===== src/rtl/sqrt_rr_scheduler.sv =====
// Round-robin scheduler that shares one iterative square-root unit among N_REQ requesters.
// Drives the unit's level START/FIN handshake, returns its root and aborts hung operations.
module sqrt_rr_scheduler #(
    parameter int N_REQ   = 4,
    parameter int W_IN    = 64,
    parameter int W_OUT   = 32,
    parameter int TIMEOUT = 64
) (
    input  logic                     clk_i,
    input  logic                     reset_i,
    input  logic [N_REQ-1:0]         req_i,
    input  logic [N_REQ*W_IN-1:0]    x_in_i,
    output logic [N_REQ-1:0]         ack_o,
    output logic [W_OUT-1:0]         result_o,
    output logic                     err_o,
    output logic                     busy_o,
    output logic [$clog2(N_REQ)-1:0] grant_id_o,
    output logic                     rad_start_o,
    output logic [W_IN-1:0]          rad_x_o,
    input  logic                     rad_fin_i,
    input  logic [W_OUT-1:0]         rad_count_i
);

    localparam int IW = $clog2(N_REQ);
    localparam int CW = $clog2(TIMEOUT);

    typedef enum logic [1:0] {
        IDLE,
        ISSUE,
        RELEASE
    } state_t;

    state_t            state_q, state_d;
    logic [IW-1:0]     ptr_q, ptr_d;
    logic [CW-1:0]     cnt_q, cnt_d;
    logic [IW-1:0]     grantId_q, grantId_d;
    logic [W_IN-1:0]   radX_q, radX_d;
    logic              radStart_q, radStart_d;
    logic [W_OUT-1:0]  result_q, result_d;
    logic [N_REQ-1:0]  ack_q, ack_d;
    logic              err_q, err_d;

    logic              grantFound;
    logic [IW-1:0]     grantIdx;
    logic [IW-1:0]     cand;

    // Round-robin search starting at the pointer; first requester found wins.
    always_comb begin
        grantFound = 1'b0;
        grantIdx   = '0;
        cand       = '0;
        for (int k = 0; k < N_REQ; k++) begin
            cand = IW'((int'(ptr_q) + k) % N_REQ);
            if (!grantFound && req_i[cand]) begin
                grantFound = 1'b1;
                grantIdx   = cand;
            end
        end
    end

    always_ff @(posedge clk_i) begin
        if (reset_i) begin
            state_q    <= IDLE;
            ptr_q      <= '0;
            cnt_q      <= '0;
            grantId_q  <= '0;
            radX_q     <= '0;
            radStart_q <= 1'b0;
            result_q   <= '0;
            ack_q      <= '0;
            err_q      <= 1'b0;
        end else begin
            state_q    <= state_d;
            ptr_q      <= ptr_d;
            cnt_q      <= cnt_d;
            grantId_q  <= grantId_d;
            radX_q     <= radX_d;
            radStart_q <= radStart_d;
            result_q   <= result_d;
            ack_q      <= ack_d;
            err_q      <= err_d;
        end
    end

    always_comb begin
        state_d    = state_q;
        ptr_d      = ptr_q;
        cnt_d      = cnt_q;
        grantId_d  = grantId_q;
        radX_d     = radX_q;
        radStart_d = radStart_q;
        result_d   = result_q;
        ack_d      = '0;
        err_d      = 1'b0;
        case (state_q)
            IDLE: begin
                // A FIN still high from a previous or aborted op blocks new grants.
                if (!rad_fin_i && grantFound) begin
                    grantId_d  = grantIdx;
                    radX_d     = x_in_i[int'(grantIdx)*W_IN +: W_IN];
                    radStart_d = 1'b1;
                    ptr_d      = IW'((int'(grantIdx) + 1) % N_REQ);
                    cnt_d      = '0;
                    state_d    = ISSUE;
                end
            end
            ISSUE: begin
                cnt_d = cnt_q + CW'(1);
                if (rad_fin_i) begin
                    result_d         = rad_count_i;
                    ack_d[grantId_q] = 1'b1;
                    radStart_d       = 1'b0;
                    state_d          = RELEASE;
                end else if (cnt_q == CW'(TIMEOUT - 1)) begin
                    result_d         = '1;
                    ack_d[grantId_q] = 1'b1;
                    err_d            = 1'b1;
                    radStart_d       = 1'b0;
                    state_d          = RELEASE;
                end
            end
            RELEASE: begin
                if (!rad_fin_i) begin
                    state_d = IDLE;
                end
            end
            default: begin
                state_d = IDLE;
            end
        endcase
    end

    always_comb begin
        busy_o      = (state_q != IDLE);
        ack_o       = ack_q;
        err_o       = err_q;
        result_o    = result_q;
        grant_id_o  = grantId_q;
        rad_start_o = radStart_q;
        rad_x_o     = radX_q;
    end

endmodule

===== config.mk =====
export PLATFORM = sky130hd
export DESIGN_NAME = sqrt_rr_scheduler
export DESIGN_NICKNAME = d
export VERILOG_FILES = /design/src/rtl/sqrt_rr_scheduler.sv
export SDC_FILE = /design/constraint.sdc
export NUM_CORES = 1
export LEC_CHECK = 0
export BUFFER_PORTS_ARGS = -buffer_cell sky130_fd_sc_hd__buf_2
export CAP_MARGIN = 20
export CORE_AREA = 2 2 156 158
export CTS_BUF_LIST = sky130_fd_sc_hd__clkbuf_8
export CTS_CLUSTER_SIZE = 28
export DETAILED_ROUTE_END_ITERATION = 6
export DIE_AREA = 0 0 158 160
export GPL_ROUTABILITY_DRIVEN = 1
export MAX_ROUTING_LAYER = met4
export PLACE_DENSITY = 0.53
export SYNTH_ARGS = -nofsm -noshare
export SYNTH_HDL_FRONTEND = slang
export SYNTH_SLANG_ARGS = --single-unit

===== constraint.sdc =====
create_clock -name clk_i -period 1.95 [get_ports clk_i]
set_input_delay 0.39 -clock clk_i [delete_from_list [all_inputs] [get_ports clk_i]]
set_output_delay 0.39 -clock clk_i [all_outputs]
set_load 0.02 [all_outputs]

# [Yosys cells after proc, flatten, opt, wreduce, memory -nomap -nowiden]
# Cells that the tools add are included.
[op_classes] add_sub_neg=5 n_lt_le_gt_ge=6 n_eq_ne=6 n_shift=1 n_mux=34 bitwise_logic=1 reduce_logical=20
[ops] operator="variable part select 256 x 9 -> 64 bit" count=1
[ops] operator="2-to-1 mux 32 bit" count=2
[ops] operator="2-to-1 mux 2 bit" count=8
[ops] operator="< comparator 2 x 3 -> 1 bit (second input constant)" count=5
[ops] operator="2-to-1 mux 1 bit" count=13
[ops] operator="case mux 6 bit (2 select lines)" count=1
[ops] operator="binary-select mux 1 bit (select 2 bit)" count=4
[ops] operator="2-to-1 mux 4 bit" count=2
[ops] operator="adder 6 x 1 -> 6 bit (second input constant)" count=1
[ops] operator="equality test 6 bit (second input constant)" count=1
[ops] operator="2-to-1 mux 6 bit" count=1
[ops] operator="case mux 2 bit (3 select lines)" count=1
[ops] operator="AND reduction 2 bit" count=3
[ops] operator="AND reduction 3 bit" count=2
[ops] operator="nonzero test 2 bit" count=3
[ops] operator="logical AND 1 bit" count=5
[ops] operator="adder 2 x 1 -> 2 bit (second input constant)" count=2
[ops] operator="adder 2 bit (second input constant)" count=2
[ops] operator="zero test 1 bit" count=4
[ops] operator="inequality test 2 bit (second input constant)" count=2
[ops] operator="inequality test 3 bit (second input constant)" count=1
[ops] operator="OR reduction 3 bit" count=1
[ops] operator="demux 1 bit (select 2 bit)" count=1
[ops] operator="equality test 2 x 1 -> 1 bit (second input constant)" count=1
[ops] operator="other kinds (6)" count=6
[word_totals] ff_bits=114 out_inout_bits=105 elab_cells=82

# [Logic depth before layout (Yosys ltp)]
[depth] ltp_word=15 ltp_mapped=8 depth_no_buf=6

# [Worst setup path after synthesis]
# No wires, ideal clock.
[synth_path] path_kind="input port to flip-flop" start="in req_i[3]" end="reg radX_q[35], in the netlist rad_x_o[35]" t_arrival_ns=1.748 t_required_ns=1.828 setup_slack_ns=0.080 cell_stages=7 n_path_buf=3 path_cell_list="buf_2 -> o22a_1 -> buf_4 -> nand2_4 -> buf_4 -> mux2_2 -> a221o_1"
[synth_via] elab_chain_len=14 elab_cells_between_ends=25 cone_classes="1 x shift; 16 x mux; 8 x reduce/logical"
[synth_lines] item="start: declaration" line_no="11" rtl="input logic [N_REQ-1:0] req_i,"
[synth_lines] item="parallel branches: the longest is 14 deep, another holds binary-select mux 1 bit (select 2 bit)"
[synth_lines] item="end signal: assignment" line_no="77" rtl="radX_q <= radX_d;"
[synth_lines] item="end: declaration" line_no="37" rtl="logic [W_IN-1:0] radX_q, radX_d;"
# Several ways; the timed one is not identified. The select of a mux whose other input is x is not followed.
# A chain may end at the register's enable or synchronous reset.

# [Worst setup path after layout]
[layout_path] start="reg ptr_q[1]" end="reg radX_q[51], in the netlist rad_x_o[51]"
[layout_via] elab_chain_len=14 elab_cells_between_ends=28 cone_classes="3 x add/sub; 1 x shift; 16 x mux; 8 x reduce/logical"
[layout_lines] item="start: declaration" line_no="34" rtl="logic [IW-1:0] ptr_q, ptr_d;"
[layout_lines] item="start signal: assignment" line_no="74" rtl="ptr_q <= ptr_d;"
[layout_lines] item="parallel branches: the longest is 14 deep, another holds adder 2 x 1 -> 2 bit"
# Several ways; the timed one is not identified. The select of a mux whose other input is x is not followed.

==> out/results.md <==
| Step | Parameter | Reported |
| --- | --- | --- |
| run status | Result of the run | finished, final reports clean |
| yosys | Net count of the mapped netlist | 1,014 |
| finish | Layout-stage area growth over the synthesis result | 52.6% |
| place | Worst setup slack after placement | -0.108 ns |
| sta | Final Max Tran Viols | 0 |
| sta | Final period util | 0.978 |
| setup path | Critical Path RT | 2.28 ns |
| clock network | Buffer levels on the longest clock path | 2 |
| yosys | Average instance area after synthesis | 8.30 sq um |
| yosys | Portion of the post-synthesis area used by sequential elements | 0.383 |
| routing | Post-detailed-route count of antenna-violating nets | 0 |
| floorplanning | CORE AREA | 23,800 sq um |
| power and ir drop | Cell area power density | 788 nW/um^2 |
| yosys | Number of enable flip-flop cells after synthesis | 0 |
| flow run | MaxCap Viol Count | 0 |
| routing | DR vias | 7,261 |
| floorplanning | Die boundary height | 160 microns |
| power and ir drop | Fraction of power consumed by combinational cells | 0.307 |
| sta | Setup skew after layout | 0.0124 ns |
| sta | Endpoints failing hold | 0 |
| floorplanning | DIE AREA | 25,300 sq um |
| yosys | Post-synth cell types | 47 |
| setup path | Setup CP Type | register to register |
| place | Cell count after placement | 1,422 |
| global route | All-Layer GR Usage | 0.206 |
| power and ir drop | Power after layout | 0.00717 W |
| routing | DRT Pass-1 Iters | 5 |
| routing | DRC violation total after the first TritonRoute iteration | 516 |
| global route | Number of global-route vias before repair | 7,048 |
| power and ir drop | Clk pwr share | 0.323 |
| yosys | Number of instances in the synthesized netlist | 718 |
| setup path | Arrival @ worst endpoint | 2.23 ns |
| finish | Number of nets in the finished design | 1,415 |
| yosys | Main synth FF type | sky130_fd_sc_hd__dfxtp_1 |
| place | Half-perimeter wire length of the detailed placement result | 19.3 mm |
| setup path | Reg-to-reg slack, setup | 0.04 ns |
| routing | Vias per cell | 4.98 |
| sta | Unrepaired setup endpoints after global routing | yes |
| global route | Pin count of the biggest net entering global routing | 79 |
| clock network | TritonCTS Buffers | 17 |
| finish | Final instance area | 9090 sq um |
| setup path | Kind of start point of the critical path | register |
| finish | End-of-flow core utilization | 0.382 |
| power and ir drop | Leakage power figure | 4.35 nW |
| floorplanning | Initial standard-cell utilization of the core | 0.250 |
| finish | Cell Count, Final, Fillers Out | 1,459 |
| sta | Post-layout worst setup margin | 0.0427 ns |
| finish | Leading cell type in the layout, fill and taps excluded | sky130_fd_sc_hd__buf_2 |
| sta | Tightest slew margin relative to the limit | 0.560 |
| sta | Time the worst path needs with I/O delays and setup | 1.91 ns |
| clock network | Clock-pin slew on the worst setup and hold paths | 0.09 ns |
| sta | Peak Freq | 524 MHz |
| clock network | Insertion delay to the later sink of the worst-skew pair | 0.44 ns |
| place | Placed Instance Area | 8620 sq um |
| sta | Least-Margin Pin Slew | 0.660 ns |
| yosys | Yosys warnings | 0 |
| floorplanning | Number of rows in the core area | 57 |
| global route | Wire length of the first global-routing pass | 39.2 mm |
| power and ir drop | Internal power of the cells | 0.00456 W |
| floorplanning | # IOs | 400 |
| clock network | H-tree lvl count | 4 |
| yosys | Post-synthesis sequential element count | 114 |
| routing | Routed length per placed instance | 18.3 microns |
| setup path | Setup crit end kind | register |
| power and ir drop | Sw Share | 0.364 |
| clock network | Count of clock tree sinks | 114 |
| routing | Remaining routing DRC violations | 0 |
| clock network | CTS tree | done |
| global route | Overall overflow remaining after global route | 0 |
| yosys | Synthesized cell area | 5960 sq um |
| finish | Commonest cells after routing, fill and taps aside | sky130_fd_sc_hd__buf_2 (399), sky130_fd_sc_hd__dfxtp_1 (113), sky130_fd_sc_hd__nor2_1 (103), sky130_fd_sc_hd__and3_1 (57), sky130_fd_sc_hd__a211oi_1 (53) |
| sta | Final setup vio count | 0 |
| setup path | Maximum net fanout on the critical path | 15 |
| hold path | Tightest Hold Check Type | input pin to register |
| routing | Overall routed net length | 26.6 mm |
| place | GP Congestion | 0.884 |
| finish | Ratio of cells with drive above 1 in the final layout | 0.451 |
| clock network | CTS root buf | sky130_fd_sc_hd__clkbuf_8 |
| place | Quantity of I/O buffers inserted on ports | 399 |
| power and ir drop | Peak supply drop | 345 uV |
| power and ir drop | Net switching power | 0.00261 W |
| floorplanning | Overall die width | 158 microns |
| global route | Initial antenna violation count | 3 |
| power and ir drop | Sequential cell fraction of total power | 0.370 |
| yosys | Synth async-reset ratio | 0 |
layer usage:
metal | track usage | part of all wire | vias up | wire [microns]
met1 | 0.261 | 0.44 | 3420 | 11600
met3 | 0.0399 | 0.068 | 31 | 1810
li1 | - | - | 3493 | -
met5 | - | 0 | - | 0
met2 | 0.328 | 0.48 | 317 | 12700
met4 | 0.0663 | 0.020 | 0 | 525
power by group through the flow:
| stage | registers [W] | logic (W) | clock network, W |
|---|---|---|---|
| 5_1_grt | 0.00268 | 0.00238 | 0.00251 |
| 3_5_place_dp | 0.00270 | 0.00214 | 0 |
| 2_1_floorplan | 0.00293 | 0.000950 | 0 |
| 3_3_place_gp | 0.00270 | 0.00215 | 0 |
| 4_1_cts | 0.00265 | 0.00215 | 0.00241 |
| 6_report | 0.00265 | 0.00220 | 0.00232 |
stage by stage:
stage / hold WS [ns] / TNS, ns
6_report: 0.201 / 0
3_3_place_gp: 0.442 / -1.94
3_5_place_dp: 0.455 / -2.74
4_1_cts: 0.164 / 0
2_1_floorplan: 0.451 / 0
5_1_grt: 0.169 / -0.0466
kinds of logic (layout without fill, tap and decap cells):
group | Yosys count | after routing | synth area share
xor gates and xnor gates | 1 | 1 | 0.00147
adders and majority gates | 1 | 1 | 0.00210
other | 0 | 3 | 0
AOI/OAI and AO/OA | 189 | 189 | 0.222
buffers and inverters | 75 | 489 | 0.0584
muxes | 41 | 41 | 0.0754
and+or+nand+nor | 297 | 297 | 0.258
DFF | 114 | 114 | 0.383
synthesized netlist by cell type (2+ instances only):
| library cell | n | area [sq um] |
|---|---|---|
| sky130_fd_sc_hd__a21oi_1 | 43 | 215 |
| sky130_fd_sc_hd__buf_6 | 3 | 33.8 |
| sky130_fd_sc_hd__buf_4 | 6 | 45.0 |
| sky130_fd_sc_hd__nor4_1 | 30 | 188 |
| sky130_fd_sc_hd__mux2_1 | 25 | 282 |
| sky130_fd_sc_hd__dfxtp_1 | 114 | 2280 |
| sky130_fd_sc_hd__or3_1 | 2 | 12.5 |
| sky130_fd_sc_hd__a221o_1 | 32 | 320 |
| sky130_fd_sc_hd__nor2b_1 | 3 | 18.8 |
| sky130_fd_sc_hd__nor3_1 | 34 | 170 |
| sky130_fd_sc_hd__clkbuf_1 | 47 | 176 |
| sky130_fd_sc_hd__a211oi_1 | 56 | 420 |
| sky130_fd_sc_hd__mux2_2 | 6 | 67.6 |
| sky130_fd_sc_hd__buf_2 | 17 | 85.1 |
| sky130_fd_sc_hd__nor4b_1 | 2 | 17.5 |
| sky130_fd_sc_hd__and3_1 | 57 | 357 |
| sky130_fd_sc_hd__o21ai_0 | 39 | 195 |
| sky130_fd_sc_hd__o221ai_1 | 5 | 43.8 |
| sky130_fd_sc_hd__mux2i_1 | 10 | 100 |
| sky130_fd_sc_hd__nand3_1 | 39 | 195 |
| sky130_fd_sc_hd__a21o_1 | 5 | 37.5 |
| sky130_fd_sc_hd__nand2b_1 | 3 | 18.8 |
| sky130_fd_sc_hd__nand3b_1 | 4 | 30.0 |
| sky130_fd_sc_hd__nand2_1 | 11 | 41.3 |
| sky130_fd_sc_hd__nor2_1 | 103 | 387 |
repair_timing:
action,4_1_cts,5_1_grt
endpoints found under the setup margin,27,52
hold buffers,0,0
pin swaps,0,3
setup buffers,0,1
resized for setup,1,8
gates cloned,0,1
worst paths after layout:
path | start | depth (start not counted) | end
setup / recovery | ptr_q[1] | 6 | rad_x_o[51]
hold / removal | rad_count_i[6] | 3 | result_o[6]
setup reg to reg | ptr_q[1] | 6 | rad_x_o[51]
hold reg to reg | rad_x_o[13] | 2 | rad_x_o[13]
state kept, by name, indices dropped and copies added, names as in the netlist:
name	count
state_q	2
ack_o	4
err_o	1
result_o	32
rad_start_o	1
rad_x_o	64
ptr_q	2
grant_id_o	2
cnt_q	6
final cells by class:
type / count / area, sq um
Inverter: 1 / 3.75
Antenna cell: 3 / 7.51
Timing Repair Buffer: 456 / 2630
Clock buffer: 17 / 234
Clock inverter: 15 / 158
Tap cell: 324 / 405
Multi-Input combinational cell: 529 / 3370
Fill cell: 2586 / 14700
Sequential cell: 114 / 2290
worst max-delay path, cell delays in order, from the launching register on:
cell,delay (ns)
sky130_fd_sc_hd__dfxtp_4,0.38
sky130_fd_sc_hd__mux2i_1,0.23
sky130_fd_sc_hd__o22a_2,0.24
sky130_fd_sc_hd__nand2_8,0.12
sky130_fd_sc_hd__buf_12,0.18
sky130_fd_sc_hd__mux2_1,0.32
sky130_fd_sc_hd__a221o_1,0.30
Power figures use the tool's default switching activity.
